File: src/rtl/key_direction_ctrl.sv
// Pushbutton front end for snake_game: synchronises and debounces KEY2/KEY3, queues at most
// one turn per game step and commits it to the heading on the next game_tik rising edge.
module key_direction_ctrl #(
    parameter int unsigned DEBOUNCE_CYCLES = 250000,
    parameter int unsigned DEB_CNT_BIT     = 18,
    parameter logic [1:0]  INIT_DIR        = 2'b00
) (
    input  logic       clock_25,
    input  logic       reset,
    input  logic       game_tik,
    input  logic       game_enable,
    input  logic       right_P,
    input  logic       left_P,
    output logic [1:0] direction,
    output logic       dir_update,
    output logic       turn_pending
);

    localparam logic [DEB_CNT_BIT-1:0] DEB_LAST = DEB_CNT_BIT'(DEBOUNCE_CYCLES - 1);

    typedef enum logic [1:0] {
        StIdle  = 2'b00,
        StPendR = 2'b01,
        StPendL = 2'b10
    } state_e;

    // Bit 0 is the right key, bit 1 the left key throughout.
    logic [1:0]             raw_keys;
    logic [1:0]             key_s1_q;
    logic [1:0]             key_s2_q;
    logic [1:0]             key_deb_q;
    logic [1:0]             key_deb_prev_q;
    logic [1:0]             key_arm_q;
    logic [1:0]             live_q;
    logic [DEB_CNT_BIT-1:0] deb_cnt_q [2];
    logic [2:0]             tik_q;
    logic [1:0]             press;
    logic                   tick_rise;
    state_e                 state_q;

    assign raw_keys = {left_P, right_P};

    // A key only arms once it has been seen released after reset, so a key held through
    // reset release needs a full release/press before it can queue a turn.
    always_ff @(posedge clock_25 or negedge reset) begin
        if (!reset) begin
            key_s1_q       <= '1;
            key_s2_q       <= '1;
            key_deb_q      <= '1;
            key_deb_prev_q <= '1;
            key_arm_q      <= '0;
            live_q         <= '0;
            tik_q          <= '1;
            for (int i = 0; i < 2; i++) begin
                deb_cnt_q[i] <= '0;
            end
        end else begin
            key_s1_q       <= raw_keys;
            key_s2_q       <= key_s1_q;
            key_deb_prev_q <= key_deb_q;
            live_q         <= {live_q[0], 1'b1};
            tik_q          <= {tik_q[1:0], game_tik};
            key_arm_q      <= key_arm_q | ({2{live_q[1]}} & key_s2_q);
            for (int i = 0; i < 2; i++) begin
                if (key_s2_q[i] == key_deb_q[i]) begin
                    deb_cnt_q[i] <= '0;
                end else if (deb_cnt_q[i] >= DEB_LAST) begin
                    key_deb_q[i] <= key_s2_q[i];
                    deb_cnt_q[i] <= '0;
                end else begin
                    deb_cnt_q[i] <= deb_cnt_q[i] + DEB_CNT_BIT'(1);
                end
            end
        end
    end

    assign press     = key_arm_q & key_deb_prev_q & ~key_deb_q;
    assign tick_rise = tik_q[1] & ~tik_q[2];

    // A press seen together with tick_rise in idle is queued for the following tick.
    always_ff @(posedge clock_25 or negedge reset) begin
        if (!reset) begin
            state_q      <= StIdle;
            direction    <= INIT_DIR;
            dir_update   <= 1'b0;
            turn_pending <= 1'b0;
        end else begin
            dir_update <= 1'b0;
            if (!game_enable) begin
                state_q      <= StIdle;
                turn_pending <= 1'b0;
            end else begin
                case (state_q)
                    StIdle: begin
                        if (press == 2'b01) begin
                            state_q      <= StPendR;
                            turn_pending <= 1'b1;
                        end else if (press == 2'b10) begin
                            state_q      <= StPendL;
                            turn_pending <= 1'b1;
                        end
                    end
                    StPendR: begin
                        if (tick_rise) begin
                            direction    <= direction + 2'd1;
                            dir_update   <= 1'b1;
                            state_q      <= StIdle;
                            turn_pending <= 1'b0;
                        end
                    end
                    StPendL: begin
                        if (tick_rise) begin
                            direction    <= direction - 2'd1;
                            dir_update   <= 1'b1;
                            state_q      <= StIdle;
                            turn_pending <= 1'b0;
                        end
                    end
                    default: begin
                        state_q      <= StIdle;
                        turn_pending <= 1'b0;
                    end
                endcase
            end
        end
    end

endmodule

File: config.mk
export PLATFORM = sky130hd
export DESIGN_NAME = key_direction_ctrl
export DESIGN_NICKNAME = d
export VERILOG_FILES = /design/src/rtl/key_direction_ctrl.sv
export SDC_FILE = /design/constraint.sdc
export NUM_CORES = 1
export LEC_CHECK = 0
export ABC_CLOCK_PERIOD_IN_PS = 2100
export CAP_MARGIN = 40
export CORE_AREA = 2 2 91 93
export DETAILED_ROUTE_END_ITERATION = 8
export DIE_AREA = 0 0 93 95
export DONT_BUFFER_PORTS = 1
export GPL_ROUTABILITY_DRIVEN = 0
export GPL_TIMING_DRIVEN = 0
export MAX_ROUTING_LAYER = met4
export RECOVER_POWER = 25
export SLEW_MARGIN = 10
export SYNTH_ARGS = -nofsm -noshare
export SYNTH_HDL_FRONTEND = slang
export SYNTH_SLANG_ARGS = --single-unit
File: constraint.sdc
create_clock -name clock_25 -period 2.1 [get_ports clock_25]
set_input_delay 0.21 -clock clock_25 [delete_from_list [all_inputs] [get_ports clock_25]]
set_output_delay 0.21 -clock clock_25 [all_outputs]
set_load 0.01 [all_outputs]
==> impl_summary.md <==
Outcome
The flow ran to the end, and the final reports show no timing, DRC or antenna violations.

Timing
Based on the critical path, the design can be clocked at up to 0.5160 GHz. The final period utilization is 92.28%. At the pin with the least slew margin, the transition time is 1.360 ns. The worst pin sits at a relative slew slack of 9.366%.

Setup repair after global routing left no endpoint under its margin. The number of hold-slack violations in the final timing report is 0. The final number of max-transition violations is 0. The worst path in the final design needs a cycle of 1.938 ns, including I/O delays and setup. The total setup violations reported at the end of the flow is 0.

The clock arrives with 0.01045 ns of skew.

GRT
The first global-routing pass estimated 8.383 mm of wire. Entering global routing, the biggest net connects 58 pins. The number of antenna violations at the first check in global routing was 0. Global routing used 12.32% of the available tracks across all layers. The via count of the first global-routing pass came to 1831. For this run the aggregate overflow at the end of global routing stands at 0.

Floorplan
The area inside the core boundary is 0.007928 mm^2. The initial standard-cell utilization of the core is 34.12%. The row count is 33. The number of top-level pins is 10. In this run the horizontal extent of the chip is 93 um. The total die area is 0.008835 mm^2. The die height is 95 um.

Clock tree
The clock drives 57 sinks. The CTS tree is built. The maximum level of the CTS H-tree is 3. The tree is rooted in a clkbuf_8.

The total clock buffers created by CTS is 9. The insertion delay to the later sink of the worst-skew pair is 0.33 ns. The clock-pin slew of the registers on the worst-case setup and hold paths is 0.07 ns. The maximum buffer depth of the clock tree is 2.

Setup path
The delay of the slowest cell on the worst path is 0.42 ns. STA puts the critical path data required time at 2.34 ns. The endpoint kind of the worst setup timing path is a register.

At the worst endpoint, the arrival time is 2.18 ns. Along the worst path, the maximum fanout reaches 10. The critical path in this run is classified as register to register. Walking the worst path, the cells encountered are ha_1, and3_1, o41ai_4, a31oi_4, buf_2, nor3_1. The element type at the critical path start is a register. The cell with the largest stage delay on the worst path is dfrtp_1.

Final layout
The post-route netlist has 17.23% of its cells at a drive strength greater than 1. The final net count is 274. The finished cells cover 0.003171 mm^2. The number of diodes added for antenna fixing is 0.

The top cell types in the final layout, fill and taps aside, are 46 x dfrtp_1, 36 x nor3_1, 22 x xnor2_1. Relative to the synthesized area, the layout overhead comes to 17.21%. Leaving out fill and tap cells, the most frequent cell in the layout is dfrtp_1.

Yosys
Counting every instance in the synthesized netlist gives 243. Counting flops with a built-in enable in the synthesized netlist gives 0. Of all flip-flops after synthesis, the portion carrying an async set or reset was 100.0%.

The count of distinct cell types in the synthesized netlist is 50. Among all flip-flop cells after synthesis, the most frequent one is dfrtp_1. The mean post-synth cell area is 11.13 um^2. Counting flops and latches in the post-synthesis netlist gives 57.

The sequential area share after synthesis is 53.24%. For this run, the number of Yosys warnings is 0. The number of nets in the synthesized netlist is 255. After synthesis the cells add up to 0.002705 mm^2.

Pwr
The total power consumption of the routed design is 2.454 mW. The maximum ir drop on the vdd rail is 0.4324 mV. Dividing total power by cell area gives a power density of 774.0 mW/mm^2. The static leakage power is 1.225 nW.

Detailed routing
The count of nets left with antenna violations after detail routing is 0. For this block, the initial DRC count from the detailed router was 82. The routed wire length per instance is 12.61 um. The final routed wirelength across all metal layers is 4.690 mm. Summed over all nets, wire length on met3 after detailed routing comes to 91 um.

The routed layout has 1836 vias. The number of search-and-repair iterations in the first detailed-routing pass is 4. The remaining design rule violation count is 0. The routed metal-1 wire length is 2.361 mm. The met2 routed wirelength is 2.123 mm.

The top routing layer in use is met4. In the routed layout, each cell is associated on average with a via count of 4.935.

Job
The reported max-cap violation count is 0.

Place
The count of buffers from port buffering is 0. The post-detailed-placement half-perimeter wirelength is 3.145 mm. Summing all placed instances gives a cell area of 0.002836 mm^2.

Worst hold path
The worst hold path belongs to the class input pin to register.
-- Yosys cell counts, types with 2 or more instances --
master    count  area [um^2]
nor3b_1       2        15.01
nor3_1       36        180.2
xnor2_1      22        192.7
mux2i_1       2        20.02
a31oi_2       2        25.02
nand2b_1      3        18.77
a211oi_1      4        30.03
clkbuf_1      5        18.77
ha_1          6        75.07
and3_1        4        25.02
o31ai_1       3        22.52
inv_1        14        52.55
nand3_1      10        50.05
nor4_2        2        25.02
a31o_2        2        17.52
and4_1        2        17.52
nor4_1        5        31.28
xor2_1        8        70.07
dfrtp_1      46         1151
a21o_1        2        15.01
nand4_1       7        43.79
nor2_1        4        15.01
o21ai_0       5        25.02
or4_1         2        15.01
nand2_1       9        33.78
dfstp_2      11        289.0
and2_1        2        12.51
-- flip-flops by register name, indices dropped and copies added (netlist names) --
register        flops
key_s2_q            2
key_arm_q           2
key_deb_q           2
turn_pending        1
live_q              2
direction           2
tik_q               3
dir_update          1
state_q             2
key_s1_q            2
deb_cnt_q          36
key_deb_prev_q      2
-- final cells by class --
cell class	count	area, um^2
timing repair buffer	9	75.07
clock buffer	12	165.2
inverter	14	52.55
buffer	6	23.77
sequential	57	1440
clock inverter	4	50.05
fill	783	4757
tap	105	131.4
multi-input combinational	165	1232
-- worst paths after layout --
kind                         startpoint  slack (ns)  cells after the start       endpoint
max reg2reg                deb_cnt_q[0]        0.16                      6  deb_cnt_q[11]
min in group asynchronous         reset        0.74                      2  deb_cnt_q[27]
min reg2reg                   live_q[0]        0.35                      0      live_q[1]
max in group asynchronous         reset        0.55                      2   deb_cnt_q[9]
min                         game_enable        0.06                      2   direction[1]
max                        deb_cnt_q[0]        0.16                      6  deb_cnt_q[11]
-- cell families after synthesis --
| group | after synthesis | synth area share [%] |
|---|---|---|
| buffers and inverters | 21 | 2.960 |
| XOR/XNOR | 30 | 9.713 |
| AO/OA/AOI/OAI | 26 | 8.048 |
| other | 1 | 0.1386 |
| adder cells (fa/ha/maj) | 6 | 2.775 |
| multiplexers | 3 | 1.156 |
| flip-flops | 57 | 53.24 |
| AND/OR/NAND/NOR | 99 | 21.97 |
-- worst max-delay path, delay by kind of cell, from the launching register on --
kind / cells / cell delay (ns)
adders and majority gates: 1 / 0.25
and+or+nand+nor: 2 / 0.46
buffers and inverters: 1 / 0.22
AOI/OAI and AO/OA: 2 / 0.49
DFF: 1 / 0.42
-- report_power, final --
| group | total (mW) | internal, mW | switching, mW |
|---|---|---|---|
| clock network | 1.08 | 0.642 | 0.434 |
| logic | 0.159 | 0.0735 | 0.0852 |
| registers | 1.22 | 1.16 | 0.0614 |
| total | 2.45 | 1.87 | 0.581 |
-- through the flow --
step,hold WS (ns),TNS (ns),worst slack [ns],utilization (%),cells
after CTS,0.04941,0,0.02019,39.80,369
after global placement,-0.08259,-1.155,-0.1135,35.78,348
after global routing,0.06317,0,0.01521,39.99,372
after detailed placement,-0.08294,-2.021,-0.2078,35.78,348
after floorplan,-0.08559,0,0.2094,-,243
final,0.06095,0,0.1621,39.99,372
-- routing by layer --
layer / GRT usage, % / up-vias
met3: 2.155 / 11
met1: 15.94 / 895
li1: - / 914
met2: 18.48 / 16
met4: 6.618 / 0
met5: - / -
-- timing repair --
| action | 4_1_cts | 5_1_grt |
|---|---|---|
| resized for setup | 4 | 1 |
| setup buffers | 0 | 4 |
| hold endpoints to repair | 60 | 0 |
| hold buffers | 5 | 0 |
| setup endpoints to repair | 20 | 20 |
| pin swaps | 1 | 1 |
Power figures use the tool's default switching activity.
